[src/rtl/gate_chk_pkg.sv]
// gate_chk_pkg: shared constants for the gate response checker.
//   - FSM state encodings (2-bit, legacy-compatible values)
//   - MISR feedback polynomial (x^16+x^12+x^5+1)
//   - 2-input truth-table constants; bit i = expected output for vector i
package gate_chk_pkg;

  localparam logic [1:0] ST_IDLE = 2'd0;
  localparam logic [1:0] ST_RUN  = 2'd1;
  localparam logic [1:0] ST_DONE = 2'd2;

  localparam logic [15:0] MISR_POLY = 16'h1021;

  localparam logic [3:0] TT_NAND = 4'b0111;
  localparam logic [3:0] TT_AND  = 4'b1000;
  localparam logic [3:0] TT_OR   = 4'b1110;
  localparam logic [3:0] TT_XOR  = 4'b0110;

endpackage

[src/rtl/gate_chk_misr.sv]
// gate_chk_misr: 16-bit multiple-input signature register folding each
// checked (vector, dut output) sample into a running signature.
// Ports:
//   clk        in   rising-edge clock
//   rst_n      in   synchronous active-low reset
//   i_clear    in   clear signature (run entry); has priority over i_en
//   i_en       in   fold the current sample into the signature
//   i_vec      in   [N_IN] gate input vector
//   i_dut_out  in   gate output for i_vec
//   o_sig      out  [16] current signature
// N_IN must be <= 15 so {vec, dut_out} fits in the 16-bit data word.
module gate_chk_misr
  import gate_chk_pkg::*;
#(
  parameter int unsigned N_IN = 2
) (
  input  logic            clk,
  input  logic            rst_n,
  input  logic            i_clear,
  input  logic            i_en,
  input  logic [N_IN-1:0] i_vec,
  input  logic            i_dut_out,
  output logic [15:0]     o_sig
);

  logic [15:0] r_sig;
  logic [15:0] w_data;
  logic [15:0] w_shift;

  assign w_data  = 16'({i_vec, i_dut_out});
  assign w_shift = {r_sig[14:0], 1'b0} ^ (r_sig[15] ? MISR_POLY : '0);

  always_ff @(posedge clk) begin
    if (!rst_n) begin
      r_sig <= '0;
    end else if (i_clear) begin
      r_sig <= '0;
    end else if (i_en) begin
      r_sig <= w_shift ^ w_data;
    end
  end

  assign o_sig = r_sig;

endmodule

[config.mk]
export PLATFORM = sky130hd
export DESIGN_NAME = gate_chk_misr
export DESIGN_NICKNAME = d
export VERILOG_FILES = /design/src/rtl/gate_chk_pkg.sv /design/src/rtl/gate_chk_misr.sv
export SDC_FILE = /design/constraint.sdc
export NUM_CORES = 1
export LEC_CHECK = 0
export ABC_AREA = 1
export BUFFER_PORTS_ARGS = -buffer_cell sky130_fd_sc_hd__buf_2
export CORE_UTILIZATION = 37
export DETAILED_ROUTE_END_ITERATION = 7
export HOLD_SLACK_MARGIN = 0.06
export SYNTH_ARGS = -nofsm -noshare
export SYNTH_HDL_FRONTEND = slang
export SYNTH_SLANG_ARGS = --single-unit
[constraint.sdc]
create_clock -name clk -period 0.9 [get_ports clk]
set_input_delay 0.045 -clock clk [delete_from_list [all_inputs] [get_ports clk]]
set_output_delay 0.045 -clock clk [all_outputs]
set_load 0.01 [all_outputs]
== Word-level counts from Yosys, hierarchy flattened ==
Index checks and enable logic that the tools add are counted.

* Bits of input ports: 7
* Output and inout port bits: 16
* Word-level logic and storage cells: 6
* Register bits after elaboration: 16

* Bitwise logic cells: 3
* Muxes and demuxes: 1
* Reductions and logical operators: 1

{| class="wikitable"
|+ Operators with widths
! operator !! number
|-
| 16-bit by 13-bit bitwise XOR with 16-bit output || 1
|-
| 16-bit by 3-bit bitwise XOR with 16-bit output || 1
|-
| 13-bit 2-to-1 mux || 1
|-
| 2-bit OR reduction || 1
|-
| 1-bit NOT || 1
|}

== Depth between registers and ports, before layout ==
Gate-level depths: netlist of run 1.

* Word-level depth: 3
* Depth in mapped cells: 5
* Gate-level depth less buffers: 5

== Worst setup path after synthesis of run 1 ==
OpenSTA, ideal clock, no wires.

* Kind: flip-flop to flip-flop
* Start point: reg r_sig[15] (netlist: o_sig[15])
* End point: reg r_sig[12] (netlist: o_sig[12])
* Cell stages (with the launch flop): 6
* Slack: 0.152 ns
* Required time: 0.791 ns
* Arrival time: 0.639 ns
* Cells stage by stage: dfxtp_1 inv_1 nand2_1 nand3_1 nand2_1 inv_1

* Cells in the longest elaborated chain, start to end: 3

{| class="wikitable"
|+ Ends and longest elaborated chain
! element !! line !! source
|-
| start: declaration || gate_chk_misr.sv:26 || <nowiki>logic [15:0] r_sig;</nowiki>
|-
| start signal: assignment || gate_chk_misr.sv:39 || <nowiki>r_sig <= w_shift ^ w_data;</nowiki>
|-
| 13-bit 2-to-1 mux || gate_chk_misr.sv:31 || <nowiki>assign w_shift = {r_sig[14:0], 1'b0} ^ (r_sig[15] ? MISR_POLY : '0);</nowiki>
|-
| 16-bit by 13-bit bitwise XOR with 16-bit output || gate_chk_misr.sv:31 ||
|-
| 16-bit by 3-bit bitwise XOR with 16-bit output || gate_chk_misr.sv:39 ||
|}

No other way between the ends.
A chain may end at the register's enable or synchronous reset.

== Worst setup path in the final report of run 1 ==
* Start point: reg r_sig[15] (netlist: o_sig[15])
* End point: out o_sig[15]

{| class="wikitable"
|+ RTL lines
! element !! line !! source
|-
| end: declaration || gate_chk_misr.sv:23 || <nowiki>output logic [15:0] o_sig</nowiki>
|}

No word-level cell between the ends.

==> results.json, run 1 <==
{
  "result_of_the_run": "finished, final reports clean",
  "largest_reg_flops": 16,
  "max_transition_viols_final": 0,
  "timing.max_slew.rel_slack": 0.784,
  "floorplan.die.height_um": 47.7,
  "num_vias": 658,
  "yosys.area_share.xor_xnor": 0,
  "initial_core_utilization": 0.394,
  "finalWorstPathRequiredPeriod_ns": 0.839,
  "gr-usage-met2": 0.211,
  "grt.met3_usage": 0.0566,
  "postLayoutCoreUtil": 0.432,
  "path_max_fanout": 6,
  "synthesis.area_per_instance_um2": 6.84,
  "hold_viol_final": 0,
  "global_route.peak_usage_layer": "met2",
  "cts_tree": "done",
  "layout.nets": 132,
  "synth_top_family_by_area": "simple AND/OR/NAND/NOR gates",
  "number_of_buffers_inserted_for_hold_repair_after_clock_tree_synthesis": 0,
  "grt.total_usage": 0.137,
  "post-dp-hpwl_um": 956,
  "power_per_cell_area_mw_per_mm2": 1540,
  "drive_gt1_frac": 0.282,
  "antenna_left": 0,
  "holdCritPathClass": "in2reg",
  "synth.cell_area_um2": 773,
  "warnings_from_yosys": 0,
  "setup_violations": 0,
  "clock_tree.root_cell": "sky130_fd_sc_hd__clkbuf_4",
  "diodes": 0,
  "fmax_mhz": 1190,
  "rrSetupSlack_ns": 0.13,
  "worstSkewPairLatency_ns": 0.28,
  "worst_slew_pin_tran_ns": 0.324,
  "path_class": "reg2out",
  "clock_pin_slew_on_the_worst_setup_and_hold_paths_ns": 0.09,
  "grt_pass1_vias": 519,
  "cp_data_arrival_time_ns": 0.79,
  "layout_commonest_cell": "sky130_fd_sc_hd__nand2_1",
  "globalplace.congestion": 0.718,
  "path_cells": "buf_2",
  "yosys.area_share.simple": 0.265,
  "fin_skew_ns": 0.000705,
  "max_stage_delay_ns": 0.37,
  "drcViolationCount": 0,
  "post_cts_buffers": 0,
  "endpoint_kind": "output port",
  "grt_max_degree": 17,
  "io_pins": 23,
  "drtIter0Drc": 7,
  "grt_setup_unrepaired": "false",
  "use_met1": 0.171,
  "cts-htree-levels": 1,
  "detail_routed_net_length_per_standard_cell_um": 8.87,
  "required_ns": 0.85,
  "placement.io_buffers": 22,
  "avgViaCountPerCell": 4.36,
  "ys_seq_elements": 16,
  "totalNegativeSetupSlack_ns": 0,
  "vdd_drop_max_v": 0.000936,
  "drv_cap": 0,
  "first_pass_grt_wire_length_mm": 2.12,
  "worstPathBufferInverterCount": 1,
  "synth.mux.area_fraction": 0,
  "global_route.overflow_total": 0,
  "yosys.cell_types.count": 9,
  "routed_wl_mm": 1.34,
  "timing.critical_path.from_type": "register",
  "min_period_over_period": 0.932,
  "row_count": 16,
  "grt_antenna_before_repair": 0,
  "die_area_mm2": 0.00228,
  "area_fraction_in_compound_gates_after_synthesis": 0.0712,
  "cts-buffers-inserted": 3,
  "drtPass1Iterations": 4,
  "synth_adder_area_share": 0,
  "area_growth_pct": 9.55,
  "clockBufferDepth": 2,
  "crit_slowest_cell": "sky130_fd_sc_hd__dfxtp_2",
  "dieWidth_um": 47.7,
  "synth_seq_area_share": 0.414,
  "placeableCoreArea_mm2": 0.00196,
  "cts.sinks": 16,
  "postSynthCellCount": 113,
  "cell_class_contributing_the_biggest_share_of_worst_path_delay": "flip-flops",
  "layout.cells.most_common_list": "38 x sky130_fd_sc_hd__nand2_1, 22 x sky130_fd_sc_hd__buf_2, 15 x sky130_fd_sc_hd__inv_1",
  "syn_nets": 120,
  "static-leakage-power_uw": 0.000424
}
[where the power goes]
part,switching [µW],total (µW),internal (µW)
sequential,7.46,726,718
combinational,64.9,109,44.2
clock,223,469,246
[logic make-up after synthesis]
kind of cell	after synthesis
AO/OA/AOI/OAI	11
flip-flops	16
AND/OR/NAND/NOR	53
buffers and inverters	33
[stage by stage]
step                      hold slack, ns  cell area, µm²  cells  setup WS, ns  total power (µW)
final                             0.0737             847    151        0.0610              1300
after global placement             0.360             803    147         0.117               849
after CTS                         0.0709             841    151        0.0178              1330
after floorplan                    0.216             773    113         0.152               828
after detailed placement           0.372             803    147        0.0854               852
after global routing              0.0988             847    151       0.00215              1380
[final cells by class]
cell class,count,area [µm²]
inverter,15,56.3
timing repair buffer,25,133
multi-input combinational,64,260
tap,27,33.8
sequential,16,328
fill,238,1110
clock buffer,4,36.3
[timing repair]
item | in CTS | in global routing
gates cloned | 0 | 0
gates resized for setup | 1 | 5
setup endpoints to repair | 1 | 5
endpoints found under the hold margin | 0 | 0
[Yosys cell counts, drive strengths merged]
cell type	instances	area, µm²
nand3	5	25.0
buf	18	136
nor2	10	37.5
a21oi	11	55.1
dfxtp	16	320
inv	15	56.3
nand2	38	143
[metal layers]
metal	wire (µm)	up-vias
met3	51	2
met4	12	0
met5	0	-
li1	-	344
met1	640	296
met2	635	16
[worst min-delay path, cell delays in order]
cell                      delay [ns]
sky130_fd_sc_hd__buf_2          0.09
sky130_fd_sc_hd__nand2_1        0.05
sky130_fd_sc_hd__nand3_1        0.07
sky130_fd_sc_hd__nand2_1        0.05
sky130_fd_sc_hd__inv_1          0.04
[final timing paths]
| kind | from | end | cells past startpoint |
|---|---|---|---|
| min reg2reg | o_sig[10] | o_sig[10] | 2 |
| max | o_sig[15] | o_sig[15] | 1 |
| max reg2reg | o_sig[15] | o_sig[0] | 5 |
| min | i_vec[0] | o_sig[1] | 5 |
Power figures use the tool's default switching activity.
==> run 2, diff against run 1 <==
--- a/config.mk
+++ b/config.mk
@@ -10,6 +10,7 @@
 export CORE_UTILIZATION = 37
 export DETAILED_ROUTE_END_ITERATION = 7
 export HOLD_SLACK_MARGIN = 0.06
+export PLACE_DENSITY = 0.7
 export SYNTH_ARGS = -nofsm -noshare
 export SYNTH_HDL_FRONTEND = slang
 export SYNTH_SLANG_ARGS = --single-unit
==> run 2 against run 1 <==
  * Largest power group unchanged
  * Sequential power about the same
  * Fmax increased by 0.20%
  * Power decreased by 0.71%
  * Cell count unchanged
  * Clock power decreased by 1%
  * First-iteration DRC count increased by 29%
  * Worst hold slack got worse by 0.0087 ns
  * Via count decreased by 2.9%
  * Critical path depth unchanged
  * Utilization increased by 0.064 points
==> results.json, run 2 (synthesis results as in run 1) <==
{
  "fill_cells": 234,
  "cell_class_contributing_the_biggest_share_of_worst_path_delay": "flip-flops",
  "avgViaCountPerCell": 4.23,
  "fin_skew_ns": 0.0110,
  "cell_area_after_layout_um2": 848,
  "holdCritPathClass": "in2reg",
  "layout.cells.most_common_list": "38 x sky130_fd_sc_hd__nand2_1, 22 x sky130_fd_sc_hd__buf_2, 15 x sky130_fd_sc_hd__inv_1",
  "die_area_mm2": 0.00228,
  "drv_cap": 0,
  "globalplace.congestion": 0.736,
  "path_cells": "buf_2",
  "grt_pass1_vias": 489,
  "clock_tree.root_cell": "sky130_fd_sc_hd__clkbuf_4",
  "min_period_over_period": 0.930,
  "drtPass1Iterations": 4,
  "clock_pin_slew_on_the_worst_setup_and_hold_paths_ns": 0.10,
  "setup_violations": 0,
  "post_cts_buffers": 0,
  "grt_max_degree": 17,
  "routed_wl_mm": 1.35,
  "area_growth_pct": 9.71,
  "crit_slowest_cell": "sky130_fd_sc_hd__dfxtp_4",
  "timing.critical_path.from_type": "register",
  "timing.max_slew.rel_slack": 0.784,
  "max_stage_delay_ns": 0.38,
  "cts-buffers-inserted": 3,
  "global_route.overflow_total": 0,
  "clockBufferDepth": 2,
  "static-leakage-power_uw": 0.000423,
  "dieWidth_um": 47.7,
  "cts.sinks": 16,
  "row_count": 16,
  "finalWorstPathRequiredPeriod_ns": 0.837,
  "hp-start": "i_en",
  "diodes": 0,
  "hold_depth": 3,
  "grt.total_usage": 0.130,
  "floorplan.die.height_um": 47.7,
  "placement.io_buffers": 22,
  "r2r_end": "o_sig[0]",
  "layout_commonest_cell": "sky130_fd_sc_hd__nand2_1",
  "drcViolationCount": 0,
  "worst_slew_pin_tran_ns": 0.324,
  "drtIter0Drc": 9,
  "power_per_cell_area_mw_per_mm2": 1530,
  "worstPathBufferInverterCount": 1,
  "path_max_fanout": 6,
  "grt_antenna_before_repair": 0,
  "largest_reg_flops": 16,
  "max_transition_viols_final": 0,
  "worstHoldEndpoint": "o_sig[7]",
  "critical_path.reg2reg.startpoint": "o_sig[15]",
  "result_of_the_run": "finished, final reports clean",
  "final.hold.worst_slack_ns": 0.0650,
  "worstSkewPairLatency_ns": 0.28,
  "required_ns": 0.85,
  "fmax_mhz": 1190,
  "rrSetupSlack_ns": 0.15,
  "post-dp-hpwl_um": 996,
  "path_class": "reg2out",
  "io_pins": 23,
  "vdd_drop_max_v": 0.000737,
  "totalNegativeSetupSlack_ns": 0,
  "initial_core_utilization": 0.394,
  "placement.cell_area_um2": 803,
  "grt_setup_unrepaired": "false",
  "detail_routed_net_length_per_standard_cell_um": 8.91,
  "drive_gt1_frac": 0.274,
  "cp_data_arrival_time_ns": 0.79,
  "worstRegToRegCells": 5,
  "first_pass_grt_wire_length_mm": 2.00,
  "placeableCoreArea_mm2": 0.00196,
  "cts-htree-levels": 1,
  "antenna_left": 0,
  "layout.nets": 132,
  "hold_viol_final": 0,
  "num_vias": 639,
  "cts_tree": "done",
  "endpoint_kind": "output port"
}
==> run 2: changes by cell type in the layout (fill, tap and decap cells not counted) <==
cell and change:
sky130_fd_sc_hd__dfxtp_4 +1, sky130_fd_sc_hd__dfxtp_2 -2, sky130_fd_sc_hd__dfxtp_1 +1
==> run 2: what timing repair did <==
| item | CTS | global route |
|---|---|---|
| gates resized for setup | 1 | 5 |
| hold buffers | 0 | 0 |
| endpoints found under the hold margin | 0 | 0 |
| setup endpoints to repair | 1 | 5 |
==> run 2: cell type report <==
type,instances,area [µm²],share of cell area
flip-flops and latches,16,329,0.388
inverters,15,56.3,0.0664
well taps,27,33.8,0.0398
clock buffers,4,36.3,0.0428
multi-input cells,64,260,0.307
repair buffers,25,133,0.156
==> run 2: power breakdown <==
| part | switching [µW] | internal [µW] |
|---|---|---|
| clock network | 218 | 246 |
| logic | 63.9 | 44.1 |
| registers | 7.60 | 715 |
==> run 2: how the worst max path moves through the flow <==
stage	to	start	cells after the start
2_1_floorplan	o_sig[12]	o_sig[15]	5
3_3_place_gp	o_sig[0]	o_sig[15]	5
3_5_place_dp	o_sig[0]	o_sig[15]	5
4_1_cts	o_sig[11]	o_sig[11]	1
5_1_grt	o_sig[5]	o_sig[5]	1
6_report	o_sig[15]	o_sig[15]	1
==> run 2: per-layer routing <==
layer / track usage / vias up / share of wire
met5: 0 / - / 0
met4: 0.0500 / 0 / 0
met3: 0.0566 / 0 / 0.051
met2: 0.208 / 19 / 0.47
met1: 0.153 / 275 / 0.48
li1: - / 345 / -
==> run 2: per-stage QoR <==
stage | std cells | worst slack (ns) | utilization | power, µW
after floorplan | 113 | 0.152 | - | 828
after global placement | 147 | 0.119 | 0.409 | 848
after detailed placement | 147 | 0.101 | 0.409 | 850
after CTS | 151 | 0.0109 | 0.429 | 1310
after global routing | 151 | 0.00832 | 0.432 | 1370
final | 151 | 0.0626 | 0.432 | 1290
==> run 2: tightest hold or removal path, delay by kind of cell <==
| kind | cells | cell delay (ns) |
|---|---|---|
| AO/OA/AOI/OAI | 1 | 0.06 |
| buffers and inverters | 1 | 0.14 |
| AND/OR/NAND/NOR | 1 | 0.06 |
